[config.mk]
export PLATFORM = sky130hd
export DESIGN_NAME = sysid_probe_master
export DESIGN_NICKNAME = d
export VERILOG_FILES = /design/src/rtl/sysid_probe_pkg.sv /design/src/rtl/sysid_probe_timer.sv /design/src/rtl/sysid_probe_master.sv
export SDC_FILE = /design/constraint.sdc
export NUM_CORES = 1
export LEC_CHECK = 0
export ABC_AREA = 1
export ABC_CLOCK_PERIOD_IN_PS = 8100
export CORE_UTILIZATION = 45
export CTS_BUF_LIST = sky130_fd_sc_hd__clkbuf_4
export CTS_CLUSTER_DIAMETER = 150
export DETAILED_ROUTE_END_ITERATION = 8
export PLACE_DENSITY = 0.84
export REMOVE_ABC_BUFFERS = 1
export SLEW_MARGIN = 30
export SYNTH_ARGS = -nofsm -noshare
export SYNTH_HDL_FRONTEND = slang
export SYNTH_HIERARCHICAL = 1
export SYNTH_SLANG_ARGS = --single-unit
[constraint.sdc]
create_clock -name clock -period 8.1 [get_ports clock]
set_clock_uncertainty 0.15 [all_clocks]
set_input_delay 1.62 -clock clock [delete_from_list [all_inputs] [get_ports clock]]
set_output_delay 1.62 -clock clock [all_outputs]
set_load 0.01 [all_outputs]
[src/rtl/sysid_probe_pkg.sv]
// Shared types and constants for the system ID probe master.
package sysid_probe_pkg;

    typedef enum logic [2:0] {
        IDLE   = 3'd0,
        REQ_ID = 3'd1,
        LAT_ID = 3'd2,
        REQ_TS = 3'd3,
        LAT_TS = 3'd4,
        DONE   = 3'd5
    } probe_state_e;

    localparam logic        SYSID_ADDR_ID = 1'b0;
    localparam logic        SYSID_ADDR_TS = 1'b1;
    localparam int unsigned MAX_RETRIES   = 3;

endpackage

[src/rtl/sysid_probe_timer.sv]
// Loadable down-counter; expire flags the enabled cycle in which the count reaches its last tick.
module sysid_probe_timer #(
    parameter int unsigned W = 16
) (
    input  logic         clock,
    input  logic         reset_n,
    input  logic         clear,
    input  logic         enable,
    input  logic [W-1:0] load_value,
    output logic         expire
);

    logic [W-1:0] count;

    always_ff @(posedge clock) begin
        if (!reset_n) begin
            count <= '0;
        end else if (clear) begin
            count <= load_value;
        end else if (enable && (count != '0)) begin
            count <= count - 1'b1;
        end
    end

    assign expire = enable && (count == W'(1));

endmodule

[src/rtl/sysid_probe_master.sv]
// Avalon-MM read master that fetches the system ID and build timestamp and reports a match.
// Optional feature: define SYSID_PROBE_RETRY_EN to retry a failed probe up to MAX_RETRIES times.
module sysid_probe_master
    import sysid_probe_pkg::*;
#(
    parameter logic [31:0] EXPECTED_ID        = 32'd0,
    parameter logic [31:0] EXPECTED_TIMESTAMP = 32'd1519153727,
    parameter int unsigned READ_LATENCY       = 0,
    parameter int unsigned TIMEOUT_CYCLES     = 255,
    parameter bit          AUTO_START         = 1'b1
) (
    input  logic         clock,
    input  logic         reset_n,
    input  logic         start,
    output logic         avm_address,
    output logic         avm_read,
    input  logic         avm_waitrequest,
    input  logic [31:0]  avm_readdata,
    output logic         busy,
    output logic         done,
    output logic         pass,
    output logic         id_match,
    output logic         ts_match,
    output logic         timeout,
    output logic [31:0]  id_value,
    output logic [31:0]  ts_value,
`ifdef SYSID_PROBE_RETRY_EN
    output logic [1:0]   retry_count,
`endif
    output probe_state_e state_dbg
);

    // Avalon handshake: a read is accepted at the rising edge where avm_read=1 and
    // avm_waitrequest=0; while waitrequest is high, address and read stay unchanged.

    probe_state_e state, state_next;
    logic         auto_fired;
    logic         begin_probe, restart, finish, fail_timeout;
    logic         capture_id, capture_ts;
    logic         ok_id, ok_ts;
    logic         timer_load, timer_enable, timer_expire;
    logic [15:0]  timer_value;

    assign avm_read    = (state == REQ_ID) || (state == REQ_TS);
    assign avm_address = (state == REQ_TS) ? SYSID_ADDR_TS : SYSID_ADDR_ID;
    assign busy        = (state != IDLE) && (state != DONE);
    assign done        = (state == DONE);
    assign pass        = done && id_match && ts_match && !timeout;
    assign state_dbg   = state;

    always_comb begin
        state_next   = state;
        begin_probe  = 1'b0;
        restart      = 1'b0;
        finish       = 1'b0;
        fail_timeout = 1'b0;
        capture_id   = 1'b0;
        capture_ts   = 1'b0;
        case (state)
            IDLE: begin
                if (start || (AUTO_START && !auto_fired)) begin
                    begin_probe = 1'b1;
                    state_next  = REQ_ID;
                end
            end
            REQ_ID: begin
                if (!avm_waitrequest) begin
                    if (READ_LATENCY == 0) begin
                        capture_id = 1'b1;
                        state_next = REQ_TS;
                    end else begin
                        state_next = LAT_ID;
                    end
                end else if (timer_expire) begin
                    fail_timeout = 1'b1;
                    finish       = 1'b1;
                end
            end
            LAT_ID: begin
                if (timer_expire) begin
                    capture_id = 1'b1;
                    state_next = REQ_TS;
                end
            end
            REQ_TS: begin
                if (!avm_waitrequest) begin
                    if (READ_LATENCY == 0) begin
                        capture_ts = 1'b1;
                        finish     = 1'b1;
                    end else begin
                        state_next = LAT_TS;
                    end
                end else if (timer_expire) begin
                    fail_timeout = 1'b1;
                    finish       = 1'b1;
                end
            end
            LAT_TS: begin
                if (timer_expire) begin
                    capture_ts = 1'b1;
                    finish     = 1'b1;
                end
            end
            DONE: begin
                if (start) begin
                    begin_probe = 1'b1;
                    state_next  = REQ_ID;
                end
            end
            default: state_next = IDLE;
        endcase

        // ID is already registered by the time the timestamp completes a probe.
        ok_id = !fail_timeout && (id_value == EXPECTED_ID);
        ok_ts = !fail_timeout && capture_ts && (avm_readdata == EXPECTED_TIMESTAMP);

        if (finish) begin
`ifdef SYSID_PROBE_RETRY_EN
            if (!(ok_id && ok_ts) && (retry_count != 2'(MAX_RETRIES))) begin
                restart    = 1'b1;
                state_next = REQ_ID;
            end else begin
                state_next = DONE;
            end
`else
            state_next = DONE;
`endif
        end

        // One timer serves both the stall timeout (REQ_x) and the latency wait (LAT_x).
        timer_enable = (avm_read && avm_waitrequest) || (state == LAT_ID) || (state == LAT_TS);
        timer_load   = restart || ((state_next != state) && (state_next != IDLE) && (state_next != DONE));
        timer_value  = ((state_next == LAT_ID) || (state_next == LAT_TS)) ?
                       16'(READ_LATENCY) : 16'(TIMEOUT_CYCLES);
    end

    sysid_probe_timer #(.W(16)) u_timer (
        .clock      (clock),
        .reset_n    (reset_n),
        .clear      (timer_load),
        .enable     (timer_enable),
        .load_value (timer_value),
        .expire     (timer_expire)
    );

    always_ff @(posedge clock) begin
        if (!reset_n) begin
            state      <= IDLE;
            auto_fired <= 1'b0;
            id_value   <= '0;
            ts_value   <= '0;
            id_match   <= 1'b0;
            ts_match   <= 1'b0;
            timeout    <= 1'b0;
        end else begin
            state <= state_next;
            if (begin_probe) begin
                auto_fired <= 1'b1;
            end
            if (begin_probe || restart) begin
                id_value <= '0;
                ts_value <= '0;
                id_match <= 1'b0;
                ts_match <= 1'b0;
                timeout  <= 1'b0;
            end else begin
                if (capture_id) begin
                    id_value <= avm_readdata;
                end
                if (capture_ts) begin
                    ts_value <= avm_readdata;
                end
                if (finish) begin
                    timeout  <= fail_timeout;
                    id_match <= ok_id;
                    ts_match <= ok_ts;
                end
            end
        end
    end

`ifdef SYSID_PROBE_RETRY_EN
    always_ff @(posedge clock) begin
        if (!reset_n) begin
            retry_count <= '0;
        end else if (begin_probe) begin
            retry_count <= '0;
        end else if (restart) begin
            retry_count <= retry_count + 1'b1;
        end
    end
`endif

endmodule

# After elaboration in Yosys (flattened, before gate mapping)
# Index checks and enable logic that the tools add are counted.
# W data, S select, Z words.
totals:
  word_cells: 72
  regBits: 87
classes:
  bitwise_logic: 1
  n_reduce_logical: 29
  add_sub_neg: 1
  n_eq_ne: 12
  muxes: 21
ops:
  columns: ["operator", "n"]
  rows:
  - ["$eq A32 B31 Y1 const B", 1]
  - ["$logic_not A32 Y1", 1]
  - ["$mux W16", 2]
  - ["$eq A16 B1 Y1 const B", 1]
  - ["$reduce_bool A16 Y1", 1]
  - ["$sub A16 B1 Y16 const B", 1]
  - ["$mux W3", 5]
  - ["$pmux W3 S5", 1]
  - ["$logic_and A1 B1 Y1", 12]
  - ["$eq A3 B2 Y1 const B", 3]
  - ["$eq A3 B3 Y1 const B", 3]
  - ["$mux W1", 8]
  - ["$mux W8", 1]
  - ["$ne A3 B3 Y1 const B", 2]
  - ["$pmux W1 S2", 3]
  - ["$reduce_bool A3 Y1", 2]
  - ["$reduce_or A2 Y1", 3]
  - ["$logic_or A1 B1 Y1", 5]
  - ["$eq A3 B1 Y1 const B", 1]
  - ["$logic_not A1 Y1", 3]
  - ["$logic_not A3 Y1", 1]
  - ["$ne A3 B3 Y1", 1]
  - ["$pmux W1 S3", 1]
  - ["$reduce_bool A2 Y1", 1]
  - ["$not A1 Y1", 1]

# Logic depth before layout (Yosys ltp)
# Gate-level depths: netlist of the first run.
logic_depth:
  depth_word: 14
  ltp_mapped: 24
  mapped_depth_nobuf: 22

# Cells and area by module
# The synthesis of the first run kept the hierarchy.
modules_own_cells:
  columns: ["module", "cells_per_inst", "instances", "area_per_inst_um2"]
  rows:
  - ["sysid_probe_master", 399, 1, 2927.8]
  - ["sysid_probe_timer", 204, 1, 1212.4]

# Least setup slack after synthesis of the first run
# No wires, ideal clock.
synth_path:
  path_type: "input-to-reg"
  start: "input port avm_waitrequest"
  end: "register u_timer.count[2]"
  required_ps: 7828
  path_buffers: 1
  t_arrival_ps: 3964
  cell_stages: 18
  slack_ps: 3864
  setup_time_ps: 122
  cell_sequence: "nand2_1 > o211ai_1 > nand3_1 > nor4_1 > nand2_1 > inv_1 > nand3_1 > inv_1 > nor2_4 > nand2_1 > nand2_1 > nand2_1 > nor2_1 > nor2_1 > inv_1 > clkbuf_1 > o21ai_0 > nor3_2"
synth_between:
  elab_chain_cells: 12
  word_cells_on_any_way: 24
  classes_between: "eq/ne: 4; mux: 10; reduce/logical: 10"
synth_lines:
  columns: ["element", "line", "rtl"]
  rows:
  - ["start: declaration", "sysid_probe_master.sv:17", "input logic avm_waitrequest,"]
  - ["$logic_and A1 B1 Y1 (*)", "sysid_probe_master.sv:131", "timer_enable = (avm_read && avm_waitrequest) || (state == LAT_ID) || (state == LAT_TS);"]
  - ["$logic_or A1 B1 Y1 (*) (2 in a row)", "sysid_probe_master.sv:131", null]
  - ["via timer_enable", "sysid_probe_master.sv:41", "logic timer_load, timer_enable, timer_expire;"]
  - ["$logic_and A1 B1 Y1 (*)", "sysid_probe_timer.sv:25", "assign expire = enable && (count == W'(1));"]
  - ["via timer_expire", "sysid_probe_master.sv:41", null]
  - ["$mux W1", "sysid_probe_master.sv:74, sysid_probe_master.sv:93, sysid_probe_master.sv:99", null]
  - ["$mux W1, on equally long branches", "sysid_probe_master.sv:86, sysid_probe_master.sv:67", null]
  - ["$pmux W1 S3", "sysid_probe_master.sv:59", "case (state)"]
  - ["$mux W3 (*)", "sysid_probe_master.sv:117", "if (finish) begin"]
  - ["$ne A3 B3 Y1 or $reduce_bool A3 Y1 (tied branches)", "sysid_probe_master.sv:132", "timer_load = restart || ((state_next != state) && (state_next != IDLE) && (state_next != DONE));"]
  - ["$logic_and A1 B1 Y1", "sysid_probe_master.sv:132", null]
  - ["$logic_and A1 B1 Y1 (*)", "sysid_probe_master.sv:132", null]
  - ["via timer_load", "sysid_probe_master.sv:41", null]
  - ["$mux W16 or $reduce_bool A2 Y1 (tied branches)", null, null]
  - ["end signal: assignment", "sysid_probe_timer.sv:19", "count <= load_value;"]
  - ["end signal: assignment", "sysid_probe_timer.sv:21", "count <= count - 1'b1;"]
  - ["end: declaration", "sysid_probe_timer.sv:13", "logic [W-1:0] count;"]
# Mark *: on every way through the listed nets, which the timed path passes. The rest lies on a longest branch.
# A chain may end at the register's enable or synchronous reset.

# Worst setup path in the final report of the first run
layout_path:
  start: "input port avm_waitrequest"
  end: "register u_timer.count[1]"
# Same word-level chain as after synthesis.

==> results of run 1 <==
==> placed cells by master (no fill, tap or decap), types with 8 or more instances in the layout <==
cell and instances:
nand2_1 185, clkdlybuf4s50_1 110, dfxtp_1 87, a21oi_1 77
nor2_1 55, inv_1 48, nand3_1 32, o21ai_0 31
clkbuf_4 10, conb_1 8
==> layer usage <==
layer / global-route usage [%] / wire [um] / vias up
met5: 0 / 0 / -
met4: 9.91 / 252 / 0
met3: 7.44 / 890 / 20
met2: 41.3 / 5550 / 143
met1: 28.2 / 4760 / 1934
li1: - / - / 2134
==> power groups by stage <==
stage	logic (mW)	registers (mW)	clock network [mW]
finish	0.422	0.514	0.255
global route	0.479	0.520	0.278
global placement	0.408	0.521	0
floorplan	0.291	0.516	0
detailed placement	0.417	0.522	0
CTS	0.419	0.513	0.261
==> per-stage QoR <==
stage,utilization [%],std cells,instance area (um2)
after CTS,61.1,819,5380
after floorplan,-,585,4000
after global placement,59.4,803,5240
after detailed placement,59.4,803,5240
after global routing,61.1,819,5380
final,61.1,819,5380
==> critical path: cells and delay by family <==
kind / cells / cell delay (ns)
simple gates: 12 / 2.23
compound gates: 3 / 0.52
buf+inv: 2 / 1.02
==> worst max-delay path by stage <==
stage	start	endpoint	slack, ns	cells after the start
floorplan	avm_waitrequest	u_timer/count[14]	3.40	19
global placement	avm_waitrequest	u_timer/count[14]	2.28	20
detailed placement	avm_waitrequest	u_timer/count[0]	2.10	17
CTS	avm_waitrequest	u_timer/count[0]	2.56	17
global route	avm_waitrequest	u_timer/count[4]	2.48	17
finish	avm_waitrequest	u_timer/count[1]	2.91	17
==> state kept, by name (all words and copies together), names as in the netlist <==
register	count
state_dbg	3
ts_match	1
auto_fired	1
id_match	1
u_timer/count	16
id_value	32
timeout	1
ts_value	32
==> final cells by class <==
class                      instances  area (um2)  share of cell area, %
inverter                          55         206                   3.83
timing repair buffer             110        1100                   20.5
clock buffer                      10        75.1                   1.39
clock inverter                     6        68.8                   1.28
multi-input combinational        443        2060                   38.2
sequential                        87        1740                   32.3
tap                              108         135                   2.51
==> kinds of logic (layout without fill, tap and decap cells) <==
| logic type | Yosys count | after routing | synth area share, % |
|---|---|---|---|
| adder cells (fa/ha/maj) | 2 | 2 | 0.604 |
| AND/OR/NAND/NOR | 313 | 313 | 32.8 |
| AO/OA/AOI/OAI | 114 | 114 | 14.1 |
| flip-flops | 87 | 87 | 42.1 |
| other | 1 | 8 | 0.0906 |
| XOR/XNOR | 6 | 6 | 1.27 |
| buffers and inverters | 80 | 181 | 9.04 |
==> impl_results.md, run 1 <==
* Final Cycle Share at 64.1%
* Worst skew pair latency at roughly 0.43 ns
* First-pass GRT wire length at about 19000 um
* Worst-path cell chain: clkdlybuf4s50_1, nand2_1, o211ai_1, nand3_1, nor4_1, nand3_1, nand2_1, nor2_4, nand2_1, nand2_1, nand2_1, nor2_1, nor2_2, inv_1, nand2_4, o21ai_0, a21oi_1
* Antenna-violating nets left at 0
* Gate Count Post-Synth at approximately 600
* Outcome: finished clean
* RR Startpoint: state_dbg[2]
* TNS Setup at 0 ns
* Setup violators final at 0
* Drt wl/cell at between 10 and 15 um
* # Max-Cap Violations at 0
* First-pass iteration count of the detailed router at 4
* Largest net degree at the start of global routing at 45
* Vias in the first global route at between 4000 and 5000
* Top cells by area, synth: dfxtp_1 (42%), nand2_1 (17%), a21oi_1 (9.3%)
* Required time of the worst setup path at around 8.3 ns
* Post-Syn Area at 4140 um2
* Ys async rst share at 0%
* GRT Util Overall at about 24%
* DP Worst Slack at 2.10 ns
* Number of flops mapped to enable cells by yosys at 0
* Count leader, synth: nand2_1
* Slowest Stage Delay on Critical Path at 0.53 ns
* CTS tree: yes
* Seq cells post-synth at 87
* Layout cell share with drive strength beyond 1 at slightly above 6%
* N_diodes at 0
* Crit path max fanout at 21
* Final WL at approximately 11000 um
* Initial core utilization at between 40 and 50%
* Pleak at 2.19 nW
* Max Root-Sink Buffers at 2
* Fin crit period at 5.19 ns
* Final #Nets at between 700 and 800
* Register area share after synthesis at between 40% and 50%
* Hpwl dp at 8320 um
* Hold Crit Class: reg -> reg
* Peak supply drop at between 0.1 and 0.15 mV
* Post-CTS setup buffers at 0
* Fillcell total at around 780
* Net Sw Power at between 0.4 and 0.5 mW
* Mean area per synthesized cell at 6.87 um2
* Worst Tran Pin Value at ~0.77 ns
* Hold wc startpoint: ts_value[20]
* Dominant synthesized flop cell: dfxtp_1
* 1st-iter DRT viols at 206
* Via count at 4231
* Chip width at slightly below 100 um
* Reg2Reg Capture Point: u_timer/count[1]
* Area leader, netlist: dfxtp_1
* CTS Buf Count at 9
* Fin. max-slew vios at 0
* Sink Count at 87
* Clock share of power at about a fifth
* Worst R2R Setup Slack at between 3 and 4 ns
* Post_cts resized at 0
* CP most frequent cell: nand2_1
* R2R cell count at 16
* Combinational Power Share at 35.4%
* Endpoints failing hold at 0
* Clock Pin Slew Worst Setup and Hold Paths at 0.13 ns
* Kind of critical path: in -> reg
* Hold-critical path depth at 2
* # DRC at 0
* Net Sw Frac at about two fifths
* Final worst slack at 2.91 ns
* Final Wtd Congestion at approximately 0.90
* GRT overflow at 0
* Initial antenna violation count at 0
* Die area at ~9600 um2
* H-Tree Depth at 3
* Total power at approximately 1.2 mW
* Row cnt at 34
* Hold path endpoint: ts_value[20]
* Die Y-Extent at around 98 um
* Seq pwr share at between 40 and 50%
* Hold slack at between 0.3 and 0.4 ns
* Crit path launch type: input port
* Fmax at ~190 MHz
* Most instantiated cells after synthesis: nand2_1 (186), dfxtp_1 (87), a21oi_1 (77)
* Hold buffers post-CTS at 0
* Max_slew headroom at roughly 48%
* Root buffer cell: clkbuf_4
* Cell variety after synth at 31
* Port Buf Inserts at 110
* Setup crit end kind: register
* RSZ-0062 raised after global routing: no
* Top-area cell type share of the netlist area at a little over two fifths
* I/O pin count at 111
* Synthesis-to-finish area growth at 30.0%
* Vias per cell at around 5.2
* Yosys warns at 6
* Core ar. at between 8000 and 9000 um2
* Power Dens Cells at between 200 and 250 nW/um2
* Worst path slowest cell: clkdlybuf4s50_1
* Critical path arrival at 5.40 ns
* Int Pwr at just over 0.7 mW
(Power assumes the default switching activity.)
==> run 2: changes to the inputs <==
Settings changed: ABC_CLOCK_PERIOD_IN_PS 8100 to 4200, PLACE_DENSITY 0.84 to 0.87.
Clock period 8.1 ns to 4.2 ns, I/O delays scaled along.
==> run 2 against run 1 <==
Global-route usage is 0.49 points higher. Clock power rose by 74%. Die area unchanged. Via count up 1.2%. Design area up 0.42%. Critical path type unchanged. Total power grew 90%. Sequential power is 93% higher. Routed wire length up 0.90%. Critical endpoint is now u_timer/count[2]. Highest routed layer unchanged. First-iteration DRC count grew 33%.
==> impl_results.md, run 2 (same netlist as run 1, synthesis figures left out) <==
* Worst R2R Setup Slack at approximately 0.80 ns
* Kind of critical path: in -> reg
* Worst Tran Pin Value at roughly 0.86 ns
* Final #Nets at 750
* GRT Util Overall at 24.7%
* Row cnt at 34
* First-pass GRT wire length at between 15000 and 20000 um
* Outcome: finished clean
* Endpoints failing hold at 0
* Vias per cell at a little over 5
* # DRC at 0
* Post_cts resized at 0
* Fin. max-slew vios at 0
* Fin crit period at 3.56 ns
* Final WL at ~12000 um
* RSZ-0062 raised after global routing: no
* First-pass iteration count of the detailed router at 5
* Sink Count at 87
* Power Dens Cells at about 420 nW/um2
* DP Worst Slack at about 0.27 ns
* Slowest Stage Delay on Critical Path at roughly 0.54 ns
* Largest net degree at the start of global routing at between 40 and 50
* Port Buf Inserts at between 100 and 150
* Synthesis-to-finish area growth at 30.6%
* Core ar. at about 8800 um2
* Hold Crit Class: reg -> reg
* Chip width at 97.9 um
* Die Y-Extent at 97.9 um
* GRT overflow at 0
* Commonest cells after routing, fill and taps aside: nand2_1 (186), clkdlybuf4s50_1 (110), dfxtp_1 (87), a21oi_1 (77), nor2_1 (56)
* Hold wc startpoint: ts_value[1]
* Layout cell share with drive strength beyond 1 at 6.56%
* Setup violators final at 0
* Final Wtd Congestion at about 1
* Clock Pin Slew Worst Setup and Hold Paths at between 0.1 and 0.15 ns
* Antenna-violating nets left at 0
* Max_slew headroom at between 40% and 50%
* Worst setup startpoint: avm_waitrequest
* TNS Setup at 0 ns
* I/O pin count at 111
* CP most frequent cell: nand2_1
* Biggest regs: id_value: 32 flops, ts_value: 32 flops, u_timer/count: 16 flops
* Crit path launch type: input port
* Fmax at 281 MHz
* Most common cell after layout, fill and taps aside: nand2_1
* CTS tree: yes
* RR Startpoint: state_dbg[0]
* Worst skew pair latency at 0.43 ns
* Worst-path cell chain: clkdlybuf4s50_1, nand2_1, o211ai_1, nand3_1, nor4_1, nand3_1, nand2_1, nor2_4, nand2_1, nand2_1, nand2_1, nor2_1, nor2_1, inv_1, buf_4, nand2_4, nor2_2, nor3_2
* Pleak at 2.20 nW
* # Max-Cap Violations at 0
* Max Root-Sink Buffers at 2
* Initial antenna violation count at 0
* Crit path max fanout at 21
* Peak supply drop at approximately 0.24 mV
* Initial core utilization at roughly 47%
* Worst path slowest cell: nor4_1
* Post-CTS setup buffers at 0
* Critical path arrival at 3.75 ns
* Crit path max-delay family: simple AND/OR/NAND/NOR gates
* N_diodes at 0
* Drt wl/cell at 14.0 um
* Setup crit end kind: register
* Required time of the worst setup path at about 4.4 ns
* Die area at around 9600 um2
* Via count at 4282
* 1st-iter DRT viols at 274
* Vias in the first global route at around 4300
* H-Tree Depth at 3
* Hold buffers post-CTS at 0
* Hpwl dp at about 8500 um
* Crit path buffers/inverters at 3
* Root buffer cell: clkbuf_4
* Final worst slack at around 0.64 ns
* Final Cycle Share at a little over four fifths
* CTS Buf Count at 9
[run 2: worst reg2reg max path, delay by kind of cell (launching register included)]
kind                   cells  cell delay, ns
AOI/OAI and AO/OA          1            0.10
buffers and inverters      3            0.36
DFF                        1            0.56
and+or+nand+nor           15            2.17
[run 2: final timing paths]
path                      endpoint  cells past startpoint
setup / recovery  u_timer/count[2]                     18
hold / removal         ts_value[1]                      2
setup reg to reg  u_timer/count[2]                     19
hold reg to reg        ts_value[1]                      2
[run 2: through the flow]
stage | util, % | power, mW | area [um2] | cells | hold WS (ns)
after floorplan | - | 1.56 | 4000 | 585 | 0.293
after global placement | 60.0 | 1.80 | 5280 | 809 | 0.299
after detailed placement | 60.0 | 1.83 | 5280 | 809 | 0.306
after CTS | 61.4 | 2.27 | 5410 | 825 | 0.328
after global routing | 61.4 | 2.43 | 5410 | 825 | 0.347
final | 61.4 | 2.27 | 5410 | 825 | 0.325
[run 2: power breakdown]
group          internal (mW)  switching, mW
Sequential             0.901         0.0887
Clock                  0.137          0.306
Combinational          0.310          0.524
Total                   1.35          0.919
[run 2: cell type report]
class / count / area [um2]
fill: 769 / 3400
multi-input combinational: 443 / 2050
sequential: 87 / 1740
timing repair buffer: 116 / 1150
inverter: 55 / 206
tap: 108 / 135
clock buffer: 10 / 75.1
clock inverter: 6 / 51.3
[run 2: layer usage]
metal  up-vias  share of wire [%]  global-route usage (%)
li1       2156                  -                       -
met1      1952                 40                    26.6
met2       151                 49                    43.6
met3        23                9.4                    9.23
met4         0                2.4                    9.91
met5         -                  0                       0
==> run 3: changes to the inputs <==
Settings changed: ABC_CLOCK_PERIOD_IN_PS 4200 to 2900.
Clock period 4.2 ns to 2.9 ns, I/O delays scaled along.
==> run 3 against run 2 <==
The flow now finishes with violations (negative setup slack). Sequential power up 45%. Highest routed layer unchanged. Sequential cell count unchanged. Critical path type is now reg -> reg. Via count up 7.3%. Critical path depth up 2. Largest cell class unchanged. Register-to-register slack worse by 0.89 ns. Count of clock-buffer cells in the layout down 1.
==> impl_results.md, run 3 (same netlist as run 1, synthesis figures left out) <==
* First-pass iteration count of the detailed router at 5
* Crit path launch type: register
* Commonest cells after routing, fill and taps aside: nand2_1 (178), clkdlybuf4s50_1 (109), dfxtp_1 (84), a21oi_1 (75), nor2_1 (55)
* Vias per cell at about 5.4
* Top Usage Layer GRT: met2
* Hold buffers post-CTS at 0
* Initial antenna violation count at 0
* TNS Setup at -0.802 ns
* Setup violators final at 15
* Final worst slack at -0.0942 ns
* Fillcell total at 719
* Fmax at ~330 MHz
* 1st-iter DRT viols at between 300 and 400
* Pleak at 2.43 nW
* Largest net degree at the start of global routing at 37
* Worst path slowest cell: dfxtp_2
* Worst skew pair latency at around 0.45 ns
* GRT overflow at 0
* GR Util met1 at 28.1%
* GRT Util Overall at approximately a quarter
* Port Buf Inserts at 110
* Crit path buffers/inverters at 5
* Outcome: finished with violations
* Hpwl dp at 9010 um
* Core ar. at 8810 um2
* Crit path max-delay family: simple AND/OR/NAND/NOR gates
* Sink Count at 87
* Final #Nets at just under 800
* Max Root-Sink Buffers at 2
* Chip width at about 98 um
* RR Startpoint: state_dbg[2]
* Peak supply drop at between 0.3 and 0.4 mV
* Final Cycle Share at 103%
* CTS Buf Count at 9
* Initial core utilization at a little under half
* # DRC at 0
* Die Y-Extent at around 98 um
* Clock Pin Slew Worst Setup and Hold Paths at 0.16 ns
* Vias in the first global route at between 4000 and 5000
* Kind of critical path: reg -> reg
* Worst setup startpoint: state_dbg[2]
* Worst-path cell chain: nor2_2, nand2_1, o211ai_1, nand3_1, nor4_2, buf_4, nand2_2, inv_2, nand3_4, nand4_1, nand2_1, nand3_1, nor2_1, nor2_1, inv_2, buf_6, nand2_8, buf_4, nor2_1, nor3_1
* Total power at 3.73 mW
* Biggest regs: id_value: 32 flops, ts_value: 32 flops, u_timer/count: 16 flops
* Via count at between 4000 and 5000
* Hold Crit Class: reg -> reg
* Slowest Stage Delay on Critical Path at around 0.40 ns
* Routing usage on met3 at between 8 and 9%
* H-Tree Depth at 3
* Layout cell share with drive strength beyond 1 at a little over an eighth
* Fin crit period at 2.99 ns
* RSZ-0062 raised after global routing: yes
* Hold slack at 0.324 ns
* Row cnt at 34
* Critical path arrival at 3.22 ns
* N_diodes at 0
* Required time of the worst setup path at 3.12 ns
* Endpoints failing hold at 0
* Failing checks: negative setup slack
* Die area at 9590 um2
* GR Util met2 at a little under half
* # Max-Cap Violations at 0
* Most common cell after layout, fill and taps aside: nand2_1
* Worst Tran Pin Value at between 0.5 and 0.6 ns
* I/O pin count at roughly 110
* Crit path max fanout at 8
* Final WL at between 10000 and 15000 um
* Setup crit end kind: register
* Power Dens Cells at around 640 nW/um2
* Fin. max-slew vios at 0
* Hold wc startpoint: ts_value[21]
* Drt wl/cell at about 15 um
* CTS tree: yes
* First-pass GRT wire length at around 20000 um
* Area after DPL at between 5000 and 6000 um2
* Max_slew headroom at a little over three fifths
* Antenna-violating nets left at 0
* CP most frequent cell: nor2_1
* Synthesis-to-finish area growth at 41.3%
* Final Cell Area at around 5800 um2
* Final Wtd Congestion at a little over 0.9
* Root buffer cell: clkbuf_4
==> run 3: changes by cell type in the layout (fill, tap and decap cells not counted), sizes merged <==
cell / before / now
buf: 6 / 40
clkinvlp: 3 / 0
bufinv: 0 / 2
clkinv: 0 / 2
clkbuf: 10 / 9
clkdlybuf4s50: 110 / 109
dlymetal6s2s: 0 / 1
==> run 3: cell type report <==
class                   instances  area (um2)  area share [%]
multi-input cells             443        2140            36.6
flip-flops and latches         87        1750            29.9
repair buffers                150        1450            24.7
inverters                      55         211            3.61
well taps                     108         135            2.31
clock inverters                 7         101            1.73
clock buffers                   9        67.6            1.16
==> run 3: report_power, final <==
| part | leakage (nW) | switching [mW] | internal, mW |
|---|---|---|---|
| clock | 0.0905 | 0.469 | 0.361 |
| sequential | 0.709 | 0.129 | 1.31 |
| combinational | 1.63 | 0.876 | 0.589 |
==> run 3: what timing repair did <==
action	4_1_cts	5_1_grt
pin swaps	0	21
gates resized for setup	5	36
gates cloned	0	1
buffers inserted	0	12
endpoints found under the hold margin	0	0
setup endpoints to repair	15	16
==> run 3: path summary, 6_finish.rpt <==
kind | end | slack, ns | cells past startpoint
worst min register to register | ts_value[21] | 0.32 | 2
worst min-delay path | ts_value[21] | 0.32 | 2
worst max-delay path | u_timer/count[8] | -0.09 | 20
worst max register to register | u_timer/count[8] | -0.09 | 20
==> run 3: worst register-to-register path, stage by stage (launching register included) <==
cell      delay (ns)
dfxtp_2         0.40
nor2_2          0.18
nand2_1         0.09
o211ai_1        0.13
nand3_1         0.13
nor4_2          0.28
buf_4           0.20
nand2_2         0.07
inv_2           0.08
nand3_4         0.09
nand4_1         0.16
nand2_1         0.07
nand3_1         0.08
nor2_1          0.04
nor2_1          0.16
inv_2           0.08
buf_6           0.15
nand2_8         0.08
buf_4           0.11
nor2_1          0.03
nor3_1          0.15
==> run 3: metal layers <==
metal / wire length [um] / vias up
li1: - / 2219
met1: 5120 / 2140
met2: 6240 / 195
met3: 1200 / 42
met4: 424 / 0
met5: 0 / -
==> run 3: stage by stage <==
stage	setup slack, ns	utilization, %	std cells
after global routing	-0.278	66.4	859
after detailed placement	-0.519	62.0	830
after CTS	0.000821	64.2	846
after floorplan	-1.00	-	585
final	-0.0942	66.4	859
after global placement	-0.300	62.0	830
